**config.mk**
```make
export PLATFORM = sky130hd
export DESIGN_NAME = hoaaned_pipe
export DESIGN_NICKNAME = d
export VERILOG_FILES = /design/src/rtl/hoaaned_pkg.sv /design/src/rtl/hoaaned_stage.sv /design/src/rtl/hoaaned_pipe.sv
export SDC_FILE = /design/constraint.sdc
export NUM_CORES = 1
export LEC_CHECK = 0
export CAP_MARGIN = 20
export CORE_MARGIN = 2
export CORE_UTILIZATION = 50
export CTS_CLUSTER_DIAMETER = 100
export DETAILED_ROUTE_END_ITERATION = 10
export GPL_ROUTABILITY_DRIVEN = 0
export HOLD_SLACK_MARGIN = 0.12
export PLACE_DENSITY = 0.8
export SLEW_MARGIN = 25
export SYNTH_ARGS = -nofsm -noshare
export SYNTH_HDL_FRONTEND = slang
export SYNTH_SLANG_ARGS = --single-unit
```
**constraint.sdc**
```tcl
create_clock -name clk -period 2.5 [get_ports clk]
set_input_delay 0.625 -clock clk [delete_from_list [all_inputs] [get_ports clk]]
set_output_delay 0.625 -clock clk [all_outputs]
set_load 0.02 [all_outputs]
```
**src/rtl/hoaaned_pkg.sv**
```systemverilog
// Shared types and helpers for the pipelined HOAANED approximate adder.
// Build option: define HOAANED_ERRMON_EN to compile in the error monitor.
package hoaaned_pkg;

  localparam int unsigned MAX_W      = 64;
  localparam int unsigned DEF_N      = 16;
  localparam int unsigned DEF_LPL    = 6;
  localparam int unsigned DEF_STAGES = 2;

  typedef struct packed {
    logic [MAX_W-1:0] sum;
    logic             carry;
  } lsb_t;

  // Approximate lower part: top two bits computed, the rest forced to one.
  function automatic lsb_t approx_lsb(input logic [MAX_W-1:0] a,
                                      input logic [MAX_W-1:0] b,
                                      input int unsigned      l);
    lsb_t       r;
    logic [5:0] ih;
    logic [5:0] il;
    logic       c;
    logic       s_hi;
    logic       s_lo;
    ih      = 6'(l - 1);
    il      = 6'(l - 2);
    c       = a[ih] & b[ih];
    s_lo    = a[il] | b[il];
    s_hi    = (c ? 1'b0 : (a[ih] | b[ih])) | (a[il] & b[il]);
    r.sum   = (MAX_W'(1) << (l - 2)) - MAX_W'(1);
    r.sum   = r.sum | (MAX_W'(s_lo) << (l - 2)) | (MAX_W'(s_hi) << (l - 1));
    r.carry = c;
    return r;
  endfunction

  // Upper-part slice width: ceiling split of the precise bits over the stages.
  function automatic int unsigned slice_width(input int unsigned n,
                                              input int unsigned lpl,
                                              input int unsigned stages);
    return (n - lpl + stages - 1) / stages;
  endfunction

  // First bit of slice k, clamped to the operand width.
  function automatic int unsigned slice_lo(input int unsigned k,
                                           input int unsigned n,
                                           input int unsigned lpl,
                                           input int unsigned stages);
    int unsigned lo;
    lo = lpl + k * slice_width(n, lpl, stages);
    return (lo > n) ? n : lo;
  endfunction

  // One past the last bit of slice k; the last slice absorbs the remainder.
  function automatic int unsigned slice_hi(input int unsigned k,
                                           input int unsigned n,
                                           input int unsigned lpl,
                                           input int unsigned stages);
    int unsigned hi;
    if (k == stages - 1) return n;
    hi = slice_lo(k, n, lpl, stages) + slice_width(n, lpl, stages);
    return (hi > n) ? n : hi;
  endfunction

endpackage

```
**src/rtl/hoaaned_stage.sv**
```systemverilog
// One pipeline slice: adds bits [HI-1:LO] and registers operands, sum, carry.
module hoaaned_stage #(
  parameter int unsigned N  = 16,
  parameter int unsigned LO = 6,
  parameter int unsigned HI = 11
) (
  input  logic         clk,
  input  logic         rst_n,
  input  logic         adv,
  input  logic         v_in,
  input  logic         exact_in,
  input  logic [N-1:0] a_in,
  input  logic [N-1:0] b_in,
  input  logic [N-1:0] sum_in,
  input  logic         c_in,
  output logic         v_q,
  output logic         exact_q,
  output logic [N-1:0] a_q,
  output logic [N-1:0] b_q,
  output logic [N-1:0] sum_q,
  output logic         c_q
);

  localparam int unsigned W = N + 1;
  localparam logic [W-1:0] SLICE_M = (W'(1) << HI) - (W'(1) << LO);
  localparam logic [W-1:0] CARRY_M = W'(1) << HI;

  logic [W-1:0] add_s;
  logic [N-1:0] sum_d;
  logic         c_d;

  // Masked add of this slice; an empty slice just forwards the carry.
  always_comb begin
    add_s = (W'(a_in) & SLICE_M) + (W'(b_in) & SLICE_M) + (W'(c_in) << LO);
    sum_d = (sum_in & ~SLICE_M[N-1:0]) | (add_s[N-1:0] & SLICE_M[N-1:0]);
    c_d   = |(add_s & CARRY_M);
  end

  // Stage register, advanced only by the global enable.
  always_ff @(posedge clk or negedge rst_n) begin
    if (!rst_n) begin
      v_q     <= 1'b0;
      exact_q <= 1'b0;
      a_q     <= '0;
      b_q     <= '0;
      sum_q   <= '0;
      c_q     <= 1'b0;
    end else if (adv) begin
      v_q     <= v_in;
      exact_q <= exact_in;
      a_q     <= a_in;
      b_q     <= b_in;
      sum_q   <= sum_d;
      c_q     <= c_d;
    end
  end

endmodule

```
**src/rtl/hoaaned_pipe.sv**
```systemverilog
// Pipelined HOAANED adder: approximate/precise lower part, staged upper ripple.
// Build option: HOAANED_ERRMON_EN adds err_clr/err_max and a reference adder.
module hoaaned_pipe
  import hoaaned_pkg::*;
#(
  parameter int unsigned N      = DEF_N,
  parameter int unsigned LPL    = DEF_LPL,
  parameter int unsigned STAGES = DEF_STAGES
) (
  input  logic         clk,
  input  logic         rst_n,
  input  logic         in_valid,
  output logic         in_ready,
  input  logic [N-1:0] in_a,
  input  logic [N-1:0] in_b,
  input  logic         in_exact,
  output logic         out_valid,
  input  logic         out_ready,
  output logic [N:0]   out_sum,
  output logic         out_exact
`ifdef HOAANED_ERRMON_EN
  ,
  input  logic         err_clr,
  output logic [N:0]   err_max
`endif
);

  localparam int unsigned LAST = STAGES - 1;
  localparam int unsigned LW   = LPL + 1;

  logic         adv;
  lsb_t         lsb;
  logic [LPL:0] low_ex;
  logic [LPL-1:0] low_sum;
  logic         low_c;

  logic         v_i   [STAGES];
  logic         ex_i  [STAGES];
  logic [N-1:0] a_i   [STAGES];
  logic [N-1:0] b_i   [STAGES];
  logic [N-1:0] sum_i [STAGES];
  logic         c_i   [STAGES];

  logic         v_s   [STAGES];
  logic         ex_s  [STAGES];
  logic [N-1:0] a_s   [STAGES];
  logic [N-1:0] b_s   [STAGES];
  logic [N-1:0] sum_s [STAGES];
  logic         c_s   [STAGES];

  logic         unused_ok;

  // Single global advance; a stalled output freezes every stage.
  assign adv      = !out_valid || out_ready;
  assign in_ready = adv;

  // Lower part: approximate cell or true ripple add, chosen per beat.
  always_comb begin
    lsb     = approx_lsb(MAX_W'(in_a), MAX_W'(in_b), LPL);
    low_ex  = LW'(in_a[LPL-1:0]) + LW'(in_b[LPL-1:0]);
    low_sum = in_exact ? low_ex[LPL-1:0] : lsb.sum[LPL-1:0];
    low_c   = in_exact ? low_ex[LPL] : lsb.carry;
  end

  for (genvar k = 0; k < STAGES; k++) begin : g_stage
    localparam int unsigned LO = slice_lo(k, N, LPL, STAGES);
    localparam int unsigned HI = slice_hi(k, N, LPL, STAGES);

    if (k == 0) begin : g_head
      assign v_i[k]   = in_valid;
      assign ex_i[k]  = in_exact;
      assign a_i[k]   = in_a;
      assign b_i[k]   = in_b;
      assign sum_i[k] = N'(low_sum);
      assign c_i[k]   = low_c;
    end else begin : g_body
      assign v_i[k]   = v_s[k-1];
      assign ex_i[k]  = ex_s[k-1];
      assign a_i[k]   = a_s[k-1];
      assign b_i[k]   = b_s[k-1];
      assign sum_i[k] = sum_s[k-1];
      assign c_i[k]   = c_s[k-1];
    end

    hoaaned_stage #(
      .N  (N),
      .LO (LO),
      .HI (HI)
    ) u_stage (
      .clk      (clk),
      .rst_n    (rst_n),
      .adv      (adv),
      .v_in     (v_i[k]),
      .exact_in (ex_i[k]),
      .a_in     (a_i[k]),
      .b_in     (b_i[k]),
      .sum_in   (sum_i[k]),
      .c_in     (c_i[k]),
      .v_q      (v_s[k]),
      .exact_q  (ex_s[k]),
      .a_q      (a_s[k]),
      .b_q      (b_s[k]),
      .sum_q    (sum_s[k]),
      .c_q      (c_s[k])
    );
  end

  assign out_valid = v_s[LAST];
  assign out_sum   = {c_s[LAST], sum_s[LAST]};
  assign out_exact = ex_s[LAST];

  // Operand copies leave the last stage only for the monitor.
  assign unused_ok = ^{lsb.sum[MAX_W-1:LPL], a_s[LAST], b_s[LAST]};

`ifdef HOAANED_ERRMON_EN
  localparam int unsigned W = N + 1;

  logic [N:0] ref_sum;
  logic [N:0] err_d;

  // Exact reference from the operands travelling with the emitted beat.
  always_comb begin
    ref_sum = W'(a_s[LAST]) + W'(b_s[LAST]);
    err_d   = (ref_sum >= out_sum) ? (ref_sum - out_sum) : (out_sum - ref_sum);
  end

  // Running maximum of absolute error over handshaken results.
  always_ff @(posedge clk or negedge rst_n) begin
    if (!rst_n) begin
      err_max <= '0;
    end else if (err_clr) begin
      err_max <= '0;
    end else if (out_valid && out_ready && (err_d > err_max)) begin
      err_max <= err_d;
    end
  end
`endif

endmodule

```
==> results of run 1 <==
-- cells by family (layout without fill, tap and decap cells) --
family / after synthesis / in the layout / share of synthesized area
xor gates and xnor gates: 3 / 3 / 0.01105
and+or+nand+nor: 114 / 114 / 0.2046
muxes: 4 / 4 / 0.01683
buffers and inverters: 32 / 107 / 0.06155
DFF: 43 / 43 / 0.4524
adders and majority gates: 28 / 28 / 0.1631
AOI/OAI and AO/OA: 33 / 33 / 0.09048
-- power groups by stage --
stage,Combinational (uW),Sequential (uW),Clock [uW]
after global routing,975,963,477
after global placement,826,951,0
after detailed placement,853,960,0
after CTS,879,946,445
after floorplan,387,1050,0
final,885,945,434
-- metrics by stage --
step | power, uW | setup TNS [ps]
floorplan | 1437 | -898.7
global placement | 1777 | -4137
detailed placement | 1813 | -4436
CTS | 2270 | -721.9
global route | 2415 | -938.8
finish | 2265 | -511.3
-- placed cells by master, fill, tap and decap left out, types with 5 or more instances in the layout --
master,instances
clkbuf_8,6
a21oi_1,6
clkdlybuf4s50_1,44
nor2_1,8
ha_1,18
buf_4,23
a31oi_1,6
nand3_1,5
buf_2,6
inv_1,16
dfrtp_1,43
nand2_1,84
ha_4,5
-- final cells by class --
| class | count | area [sq um] | area share |
|---|---|---|---|
| clock inverter | 1 | 5.005 | 0.001521 |
| timing repair buffer | 79 | 711.9 | 0.2164 |
| inverter | 21 | 78.83 | 0.02396 |
| sequential | 43 | 1076 | 0.3271 |
| multi-input combinational | 182 | 1267 | 0.3853 |
| clock buffer | 6 | 82.58 | 0.02510 |
| tap | 54 | 67.56 | 0.02054 |
-- layer usage --
layer / up-vias / track usage / wire [um]
met5: - / 0 / 0
met2: 49 / 0.3586 / 2624
met4: 0 / 0.05556 / 44
met1: 927 / 0.2491 / 2144
met3: 4 / 0.03729 / 184
li1: 996 / - / -
-- what timing repair did --
action	in CTS	in global routing
endpoints found under the setup margin	6	5
gates resized for setup	50	4
buffers inserted	4	3
pin swaps	16	9
-- state kept, by name, summed over array words and instances, names as in the netlist --
register and cells:
g_stage.u_stage.sum_q 27, g_stage.u_stage.exact_q 2, g_stage.u_stage.b_q 5, g_stage.u_stage.c_q 2, g_stage.u_stage.v_q 2, g_stage.u_stage.a_q 5
-- final timing paths --
| check | from | to | slack, ps | cells after the start |
|---|---|---|---|---|
| max | in_a[0] | g_stage[0].u_stage.sum_q[9]$_DFFE_PN0P_ | -200 | 13 |
| min in group clk | g_stage[0].u_stage.v_q$_DFFE_PN0P_ | g_stage[0].u_stage.v_q$_DFFE_PN0P_ | 460 | 2 |
| min reg2reg | g_stage[0].u_stage.v_q$_DFFE_PN0P_ | g_stage[0].u_stage.v_q$_DFFE_PN0P_ | 460 | 2 |
| min | rst_n | g_stage[1].u_stage.sum_q[11]$_DFFE_PN0P_ | 290 | 1 |
| max reg2reg | g_stage[0].u_stage.a_q[11]$_DFFE_PN0P_ | g_stage[1].u_stage.c_q$_DFFE_PN0P_ | 550 | 8 |
| max in group asynchronous | rst_n | g_stage[1].u_stage.sum_q[9]$_DFFE_PN0P_ | 1650 | 2 |
-- critical path: stages --
cell      delay (ps)
buf_6            100
ha_4             150
fa_2             340
a211oi_2         220
o21bai_1         100
a31oi_2          180
fa_2             230
inv_2             40
ha_4             150
fa_2             350
buf_4            150
xnor2_2          120
o21ai_1          140
==> impl_metrics.ini, run 1 <==
[timing]
number_of_failing_hold_endpoints_at_the_final_stage = 0
timing_max_transition_violations_final = 0
finalWorstPathRequiredPeriod_ps = 2705
worst_slew_pin_slew_ps = 515.5
rsz0062_at_grt = true
timing.final.setup_violations = 4
finalWorstSetupSlack_ps = -204.7
timing.clock.skew_ps = 1.603
worst_hold_slack_ps = 287.1
max_slew_margin = 0.6563
min_period_over_period = 1.082
max_freq_mhz = 369.7

[logic_synthesis]
yosys.area.top_type = dfrtp_1
yosys_register_bits = 43
yosysSeqAreaShare = 0.4524
avgSynthCellArea_sq_um = 9.255
synth_top_cells_by_area = dfrtp_1 45%, nand2_1 13%, ha_1 12%, fa_1 4.2%, inv_1 3.0%
syn-instance-count = 257
synth.lib_cells_used.distinct = 37
synth.net_count = 322
ys_warn_count = 0
synth_most_common_cell = nand2_1
ys_async_sr_fraction = 1.000
synth_edf_count = 0
mappedNetlistArea_sq_um = 2379
synth.cells.most_frequent = 84 x nand2_1, 43 x dfrtp_1, 23 x ha_1
main_synth_ff_type = dfrtp_1
synth_top_area_share = 0.4524

[floorplan]
die_area_sq_um = 5325
floorplan.die.height_um = 72.97
floorplan.die.width_um = 72.97
number_of_rows_in_the_core_area = 25
fp.coreArea_sq_um = 4661
initial_core_util = 0.5103
io-pin-count = 57

[critical_path]
crit_path_capture_type = register
critPathMaxFanout = 2
worst-endpoint-required_ps = 2710
setup.worst_path.start_class = input port
worst_ep_arrival_time_ps = 2920
criticalPathCategory = in -> reg

[detailed_routing]
final_antenna_net_count = 0
routed_wl_mm = 4.998
num_vias = 1976
post_drt_wl_per_cell_um = 12.95
drt-initial-drc-count = 111
post-route-drc-count = 0
routed_via_density = 5.119
dr.pass1.iters = 4

[layout]
nNetsFinal = 397
fill_cells = 375
antenna_cells = 0
drive_gt1_frac = 0.1898
post_layout_nonfiller_instances = 386
fin_area_sq_um = 3289
area.growth.synth_to_final_pct = 38.30
postLayoutCoreUtil = 0.7058

[place]
placed_cell_area_sq_um = 3088
dp_hpwl_mm = 3.628
buffer_ports.inserted = 56
post-place-ws_ps = -1045
placedCellCount = 372

[clock_tree]
tritoncts_clock_tree = built
htreeDepth = 2
clk_root_buffer_cell = clkbuf_8
number_of_hold_repair_buffers_added_at_the_cts_stage = 0
worst_skew_pair.late_latency_ps = 290
clk_path_buf_depth = 2
clock-sinks = 43
numCtsBuffers = 5
worst_setup_hold_path_clk_slew_ps = 70

[global_routing]
grt_pass1_wl_mm = 8.280
grt_resource_usage_total = 0.2011
grt_antenna_before_repair = 0
first_global_vias = 1871
global_route.overflow_total = 0
pin_count_of_the_biggest_net_entering_global_routing = 53

[status]
violations_in_the_final_reports = setup timing
status = finished, violations left

[power_and_ir_drop]
power_leakage_uw = 0.001625
power_frac_seq = 0.417
max-vdd-ir-drop_mv = 0.3420
p_int_uw = 1504
power.net_switching_uw = 760.1
switching_share = 0.3357
power_frac_comb = 0.391
p_clk_frac = 0.192
areal_power_density_over_the_cells_nw_per_um2 = 688.5

[worst_hold_path]
min_delay_path_class = in -> async

[flow_run]
max_cap_violations = 0
(Power assumes the default switching activity.)
==> inputs of run 2 (changes only) <==
Settings changed: CORE_UTILIZATION 50 to 48, PLACE_DENSITY 0.8 to 0.78, SETUP_SLACK_MARGIN set to 0.02.
==> run 2 against run 1 <==
The run still ends with setup timing left. Critical path depth did not move. Hold slack got worse by 24 ps. Maximum frequency fell by 1.0%. Total power rose by 4.6%. Wire length rose by 0.62%. Combinational power fell by 2%. Clock-buffer cell count did not move. First-iteration DRC count rose by 6.3%. Sequential share of layout area barely moved. Sequential power barely moved.
==> impl_metrics.ini, run 2 (synthesized netlist as in run 1, its figures left out) <==
[status]
status = finished, violations left
violations_in_the_final_reports = setup timing

[detailed_routing]
drt-initial-drc-count = 118
routed_wl_mm = 5.029
post-route-drc-count = 0
routed_via_density = 4.949
final_antenna_net_count = 0
post_drt_wl_per_cell_um = 12.70
dr.pass1.iters = 4
num_vias = 1960

[place]
buffer_ports.inserted = 56
post-place-ws_ps = -964.2
placed_cell_area_sq_um = 3151
dp_hpwl_mm = 3.691
placedCellCount = 386

[clock_tree]
worst_skew_pair.late_latency_ps = 290
clk_root_buffer_cell = clkbuf_8
numCtsBuffers = 5
tritoncts_clock_tree = built
htreeDepth = 2
worst_setup_hold_path_clk_slew_ps = 80
clk_path_buf_depth = 2
clock-sinks = 43

[global_routing]
grt_pass1_wl_mm = 8.535
grt_resource_usage_total = 0.2007
pin_count_of_the_biggest_net_entering_global_routing = 53
global_route.overflow_total = 0
global_route.usage.met3 = 0.03794
first_global_vias = 1972
global_route.usage.met1 = 0.2437
grt-busiest-layer = met2
grt_util_met2 = 0.3579
grt_antenna_before_repair = 0

[layout]
antenna_cells = 0
post_layout_nonfiller_instances = 396
largest_register = g_stage.u_stage.sum_q
fin_area_sq_um = 3292
area.growth.synth_to_final_pct = 38.40
mostFrequentLayoutCell = nand2_1
layout_common_cells = 83 x nand2_1, 43 x dfrtp_1, 43 x clkdlybuf4s50_1, 19 x buf_4, 17 x ha_1
drive_gt1_frac = 0.1793
largestRegisters = g_stage.u_stage.sum_q x27, g_stage.u_stage.a_q x5, g_stage.u_stage.b_q x5
nNetsFinal = 393
flip_flop_count_of_the_largest_register_after_layout = 27

[timing]
rsz0062_at_grt = true
finalWorstSetupSlack_ps = -232.1
finalWorstPathRequiredPeriod_ps = 2732
max_freq_mhz = 366.0
worst_slew_pin_slew_ps = 538.4
timing.clock.skew_ps = 4.755
min_period_over_period = 1.093
max_slew_margin = 0.6411
timing_max_transition_violations_final = 0
timing.final.setup_violations = 4
number_of_failing_hold_endpoints_at_the_final_stage = 0

[critical_path]
cp_cell_sequence = buf_6 > ha_4 > fa_2 > a211oi_2 > o21bai_1 > a31oi_2 > fa_2 > inv_2 > ha_4 > fa_2 > a21oi_2 > or4_1 > nand3_1
regToRegSetupSlack_ps = 580
critical_path.slowest_cell = fa_2
setup.worst_path.start_class = input port
timing.reg2reg.worst_path_depth = 8
worst-endpoint-required_ps = 2680
worst_path_largest_cell_delay_ps = 350
timing.rr.end = g_stage[1].u_stage.c_q$_DFFE_PN0P_
r2r-start = g_stage[0].u_stage.a_q[11]$_DFFE_PN0P_
crit_top_cell = fa_2
worst_ep_arrival_time_ps = 2910
crit_path_capture_type = register
criticalPathCategory = in -> reg
critPathMaxFanout = 2

[floorplan]
floorplan.die.width_um = 74.40
number_of_rows_in_the_core_area = 25
initial_core_util = 0.5003
fp.coreArea_sq_um = 4755
floorplan.die.height_um = 74.40
die_area_sq_um = 5535
io-pin-count = 57

[power_and_ir_drop]
max-vdd-ir-drop_mv = 0.3478
areal_power_density_over_the_cells_nw_per_um2 = 719.5
power_leakage_uw = 0.001613

[worst_hold_path]
min_delay_path_class = in -> async

[flow_run]
max_cap_violations = 0
-- run 2: repair_timing --
item | CTS | global route
gates resized for setup | 27 | 17
buffers inserted | 1 | 1
hold buffers | 0 | 0
endpoints found under the setup margin | 7 | 4
pin swaps | 12 | 5
-- run 2: per-layer routing --
layer	share of wire	up-vias
met4	0.017	0
met1	0.42	912
met3	0.037	6
met5	0	-
met2	0.52	52
li1	-	990
-- run 2: power by group --
group	internal (uW)	switching (uW)
combinational	423	448
clock	323	230
sequential	855	89.7
total	1600	767
-- run 2: stage by stage --
step	utilization	total power [uW]	hold WS, ps	setup TNS [ps]
floorplan	-	1448	329.4	-882.4
global placement	0.6626	1796	439.8	-4015
detailed placement	0.6626	1831	454.6	-4243
CTS	0.6905	2382	272.1	-673.7
global route	0.6924	2521	295.5	-954.9
finish	0.6924	2369	263.3	-490.4
-- run 2: cell type report --
| type | instances | area (sq um) |
|---|---|---|
| Tap cell | 67 | 83.83 |
| Clock buffer | 6 | 82.58 |
| Clock inverter | 2 | 35.03 |
| Multi-Input combinational cell | 182 | 1267 |
| Inverter | 21 | 78.83 |
| Timing Repair Buffer | 75 | 668.1 |
| Sequential cell | 43 | 1076 |
| Fill cell | 395 | 1463 |
-- run 2: worst max path at each step --
stage / slack [ps] / start / to / depth (start not counted)
floorplan: -350 / in_b[0] / g_stage[0].u_stage.c_q$_DFFE_PN0P_ / 12
global placement: -910 / in_b[0] / g_stage[0].u_stage.c_q$_DFFE_PN0P_ / 13
detailed placement: -960 / in_b[0] / g_stage[0].u_stage.c_q$_DFFE_PN0P_ / 13
CTS: -300 / in_a[0] / g_stage[0].u_stage.c_q$_DFFE_PN0P_ / 13
global route: -360 / in_b[0] / g_stage[0].u_stage.c_q$_DFFE_PN0P_ / 13
finish: -230 / in_a[0] / g_stage[0].u_stage.c_q$_DFFE_PN0P_ / 13
-- run 2: worst max-delay path: cells and delay by family --
kind | cells | cell delay (ps)
compound gates | 4 | 730
buf+inv | 2 | 130
fa+ha+maj | 5 | 1210
simple gates | 2 | 200
==> variant 1: new RTL, settings of run 1 <==
Set the package constant `DEF_LPL` to 7 (it was 6).
--- a/src/rtl/hoaaned_pkg.sv
+++ b/src/rtl/hoaaned_pkg.sv
@@ -4,7 +4,7 @@
 
   localparam int unsigned MAX_W      = 64;
   localparam int unsigned DEF_N      = 16;
-  localparam int unsigned DEF_LPL    = 6;
+  localparam int unsigned DEF_LPL    = 7;
   localparam int unsigned DEF_STAGES = 2;
 
   typedef struct packed {
Formal check against the unedited RTL: not equivalent (a bounded check fails within 4 cycles, from zero or initial values and one cycle with rst_n low).
==> variant 1 against run 1 <==
The run still ends with negative setup slack left. Total power is 4.1% lower. Sequential share of layout area rose by 0.20 points. Cell area fell by 2.9%. First-iteration DRC count shrank 2.7%. Worst setup slack lost 0.065 ns. Sequential cell count is 1 lower. Synthesized area down 6.6%. Wire length is 9.7% lower. Critical endpoint is now g_stage[0].u_stage.c_q. Largest cell class unchanged. Largest power group unchanged. Highest routed layer unchanged.
==> variant 1: results (changes against run 1) <==
Parameter                              Value

Run status
  Result of the run    complete, but fails checks
  Violated checks    negative setup slack

Worst setup path
  Capture point of the worst path    g_stage[0].u_stage.c_q
  Count of cells along the worst register-to-register path    6 (-2)
  Largest delay contributor family on the critical path    compound AO/OA/AOI/OAI gates
  Launch point of the critical path    in_b[1]
  Arrival time at the worst endpoint    2.94 ns (+0.02 ns)
  Largest fanout of any net on the critical path    3 (+1)
  Launch point of the worst reg-to-reg path    g_stage[0].u_stage.a_q[14]
  Register-to-Register Setup Slack    0.76 ns (+0.21 ns)

Timing
  Min setup slack post-route    -0.269 ns (-0.0647 ns)
  WHS    0.273 ns (-0.0140 ns)
  Tightest Pin Transition    0.462 ns (-0.0538 ns)
  Total negative slack    -0.462 ns (+0.0493 ns)
  Total of endpoints with negative setup slack in the final report    3 (-1)

Final layout
  # nets final    375 (-5.5%)
  Fraction of final layout cells with drive strength greater than 1    20.8% (+1.9 points)
  Registers with the most flip-flops    g_stage.u_stage.sum_q: 28 flops, g_stage.u_stage.a_q: 4 flops, g_stage.u_stage.b_q: 4 flops
  Total of fill cells in the finished design    316 (-16%)

Pwr
  IR drop worst, VDD    0.314 mV (-8.1%)
  Leakage power of the design    1.55 nW (-4.9%)

Logic synthesis
  Mapped Nets    298 (-7.5%)
  Most frequent cells after synthesis    83 x sky130_fd_sc_hd__nand2_1, 42 x sky130_fd_sc_hd__dfrtp_1, 22 x sky130_fd_sc_hd__ha_1
  Number of standard cells after synthesis    234 (-8.9%)
  Synth area leaders    sky130_fd_sc_hd__dfrtp_1 47%, sky130_fd_sc_hd__nand2_1 14%, sky130_fd_sc_hd__ha_1 12%
  Part of the Yosys area used for sequential elements    47.3% (+2.1 points)

Clocking
  Htree depth    2 (unchanged)

Route
  Detailed Route Iter0 Violations    108 (-2.7%)
  Wire length per cell after detailed routing    12.4 µm (-4.2%)

Placed design
  Final HPWL from detailed placement    3290 µm (-9.3%)
  Post-Place Setup Slack    -1.14 ns (-0.0990 ns)

Global routing
  Pin count of the biggest net entering global routing    49 (-7.5%)
  Wire length of the first global-routing pass    7630 µm (-7.8%)
  Via count of the first global-routing pass    1,722 (-8.0%)
  Overall fraction of global-route tracks in use    19.4% (-0.69 points)
## variant 1: cell count changes in the layout (fill, tap and decap cells not counted), sizes merged, moves of 4 or more
| cell | delta |
|---|---|
| mux2i | -4 |
| xor2 | +4 |
| inv | -8 |
| o2111ai | -4 |
| nand3 | -5 |
| o21ai | +7 |
| or4 | -4 |
| a21o | +4 |
## variant 1: power by group through the flow
stage / Combinational (mW) / Clock (mW) / Sequential (mW)
2_1_floorplan: 0.351 / 0 / 1.02
3_3_place_gp: 0.778 / 0 / 0.925
3_5_place_dp: 0.807 / 0 / 0.928
4_1_cts: 0.824 / 0.438 / 0.916
5_1_grt: 0.915 / 0.469 / 0.938
6_report: 0.832 / 0.425 / 0.914
## variant 1: how the worst min path moves through the flow
| stage | start | end | cells after the start |
|---|---|---|---|
| 5_1_grt | rst_n | g_stage[0].u_stage.b_q[12] | 1 |
| 3_3_place_gp | g_stage[0].u_stage.v_q | g_stage[0].u_stage.v_q | 2 |
| 4_1_cts | rst_n | g_stage[0].u_stage.v_q | 1 |
| 3_5_place_dp | g_stage[0].u_stage.v_q | g_stage[0].u_stage.v_q | 2 |
| 6_report | rst_n | g_stage[0].u_stage.a_q[14] | 1 |
| 2_1_floorplan | rst_n | g_stage[0].u_stage.a_q[12] | 0 |
## variant 1: through the flow
step | power (mW) | area (µm²)
6_report | 2.17 | 3190
5_1_grt | 2.32 | 3190
3_5_place_dp | 1.74 | 2990
4_1_cts | 2.18 | 3130
2_1_floorplan | 1.37 | 2280
3_3_place_gp | 1.70 | 2990
## variant 1: kinds of logic (layout without fill, tap and decap cells)
logic type / after synthesis / count (layout) / synth area share (%)
xor+xnor: 8 / 8 / 3.15
simple gates: 98 / 98 / 17.5
buf+inv: 22 / 100 / 4.45
compound gates: 37 / 37 / 10.7
fa+ha+maj: 27 / 27 / 16.9
flops: 42 / 42 / 47.3
## variant 1: metal layers
metal | global-route usage, % | vias up | wire length (µm) | share of wire, %
met3 | 4.42 | 4 | 210 | 4.7
li1 | - | 920 | - | -
met4 | 5.66 | 0 | 43 | 0.95
met1 | 23.1 | 847 | 1820 | 40
met2 | 35.2 | 48 | 2440 | 54
met5 | 0 | - | 0 | 0
## variant 1: final cells by class
cell class              count  area share [%]
inverters                  12            1.41
well taps                  52            2.04
flip-flops and latches     42            32.9
clock buffers               5            2.16
repair buffers             80            23.2
clock inverters             3           0.666
multi-input cells         170            37.6
## variant 1: repair_timing
action | CTS | global route
buffers inserted | 1 | 4
resized for setup | 53 | 9
pin swaps | 16 | 8
endpoints found under the setup margin | 6 | 4
==> variant 2: new RTL, flow settings as in run 1 <==
Made on the original files. Add a define of `HOAANED_ERRMON_EN`.
--- a/src/rtl/hoaaned_pipe.sv
+++ b/src/rtl/hoaaned_pipe.sv
@@ -1,5 +1,7 @@
 // Pipelined HOAANED adder: approximate/precise lower part, staged upper ripple.
 // Build option: HOAANED_ERRMON_EN adds err_clr/err_max and a reference adder.
+`define HOAANED_ERRMON_EN
+
 module hoaaned_pipe
   import hoaaned_pkg::*;
 #(
Interface: changed (added err_clr and err_max); port bits go from 57 to 75. The function was not compared with the original's and may differ.
==> variant 2 against run 1 <==
The run still ends with negative setup slack left. Combinational power grew to 17 times the old value. Count of clock-buffer cells in the layout is 17 higher. Worst setup slack worse by 3.5 ns. Via count grew to 4.0 times the old value. Sequential cell count is 71 higher. Total power grew to 8.7 times the old value. Synthesized area grew to 3.3 times the old value. Critical path depth is 13 higher. Cell area grew to 3.5 times the old value. Wire length grew to 4.7 times the old value. Sequential power grew to 2.6 times the old value. Critical path type is now reg2reg. Highest routed layer unchanged.
==> variant 2: results (changes against run 1) <==
Parameter                              Value

Logic synthesis
  Mux cell area share after synthesis    0.897% (-0.79 points)
  Adder and majority cell fraction of the synthesized area    16.5% (+0.16 points)
  Part of the Yosys area used for sequential elements    36.5% (-8.7 points)
  Synth area leaders    sky130_fd_sc_hd__dfrtp_1 37%, sky130_fd_sc_hd__ha_1 14%, sky130_fd_sc_hd__nand2_1 12%
  Mapped Nets    1,060 (+230%)

Clocking
  Skew-Pair Late Insertion Delay    0.42 ns (+0.13 ns)
  TritonCTS Buffers    17 (+12)
  Htree depth    4 (+2)

Placed design
  Final HPWL from detailed placement    15,300 µm (+320%)
  IO Port Bufs    74 (+32%)

Route
  Wire length per cell after detailed routing    16.3 µm (+26%)
  Drt first pass iters    6 (+2)
  Detailed Route Iter0 Violations    551 (+400%)
  Sum of routed wire segments on met1    9740 µm (+350%)

Global routing
  Wire length of the first global-routing pass    38,000 µm (+360%)
  Via count of the first global-routing pass    8,184 (+340%)

Worst setup path
  Slowest cell on the critical path    sky130_fd_sc_hd__or3_4
  Count of cells along the worst register-to-register path    26 (+18)
  Capture point of the worst path    err_max[7]

Timing
  Min setup slack post-route    -3.72 ns (-3.51 ns)
  Total of endpoints with negative setup slack in the final report    20 (+16)

Run status
  Result of the run    complete, but fails checks
  Violated checks    negative setup slack

Pwr
  Leakage power of the design    5.74 nW (+250%)

Final layout
  Total of fill cells in the finished design    953 (+150%)
-- variant 2: cell types whose count changed after synthesis, sizes merged, moves of 12 or more --
cell / before / now
o21ai: 5 / 47
nor3: 1 / 19
dfrtp: 43 / 114
nor2: 8 / 31
xnor2: 2 / 22
nand2: 84 / 243
inv: 20 / 72
xor2: 1 / 18
a21o: 1 / 20
a21oi: 8 / 64
o21a: 1 / 13
ha: 23 / 90
clkbuf: 2 / 24
-- variant 2: where the power goes --
group	switching (mW)	internal, mW	leakage, nW
logic	7.31	7.47	4.06
clock network	0.881	1.67	0.291
registers	0.225	2.23	1.39
-- variant 2: stage by stage --
step,TNS [ns],setup slack (ns),power (mW),utilization [%]
6_report,-62.72,-3.72,19.8,74.8
3_3_place_gp,-63.60,-3.50,14.9,67.5
4_1_cts,-60.46,-3.58,18.8,73.6
3_5_place_dp,-67.32,-3.71,15.3,67.5
2_1_floorplan,-57.22,-3.35,9.94,-
5_1_grt,-67.28,-3.96,21.1,74.8
-- variant 2: area by class of cell --
class	instances	area, µm²	area share [%]
timing repair buffer	308	2570	22.5
inverter	72	270	2.37
clock inverter	8	126	1.11
tap	211	264	2.31
sequential	114	2850	25.0
clock buffer	23	488	4.27
multi-input combinational	701	4850	42.5
-- variant 2: repair_timing --
item / 4_1_cts / 5_1_grt
setup buffers: 21 / 15
gates cloned: 1 / 0
pin swaps: 40 / 16
endpoints found under the setup margin: 24 / 21
resized for setup: 59 / 22
-- variant 2: metal layers --
layer  track usage, %  vias up
met4             12.7        0
met3             4.86       74
met5                0        -
li1                 -     3723
met2             52.0      291
met1             34.1     3802
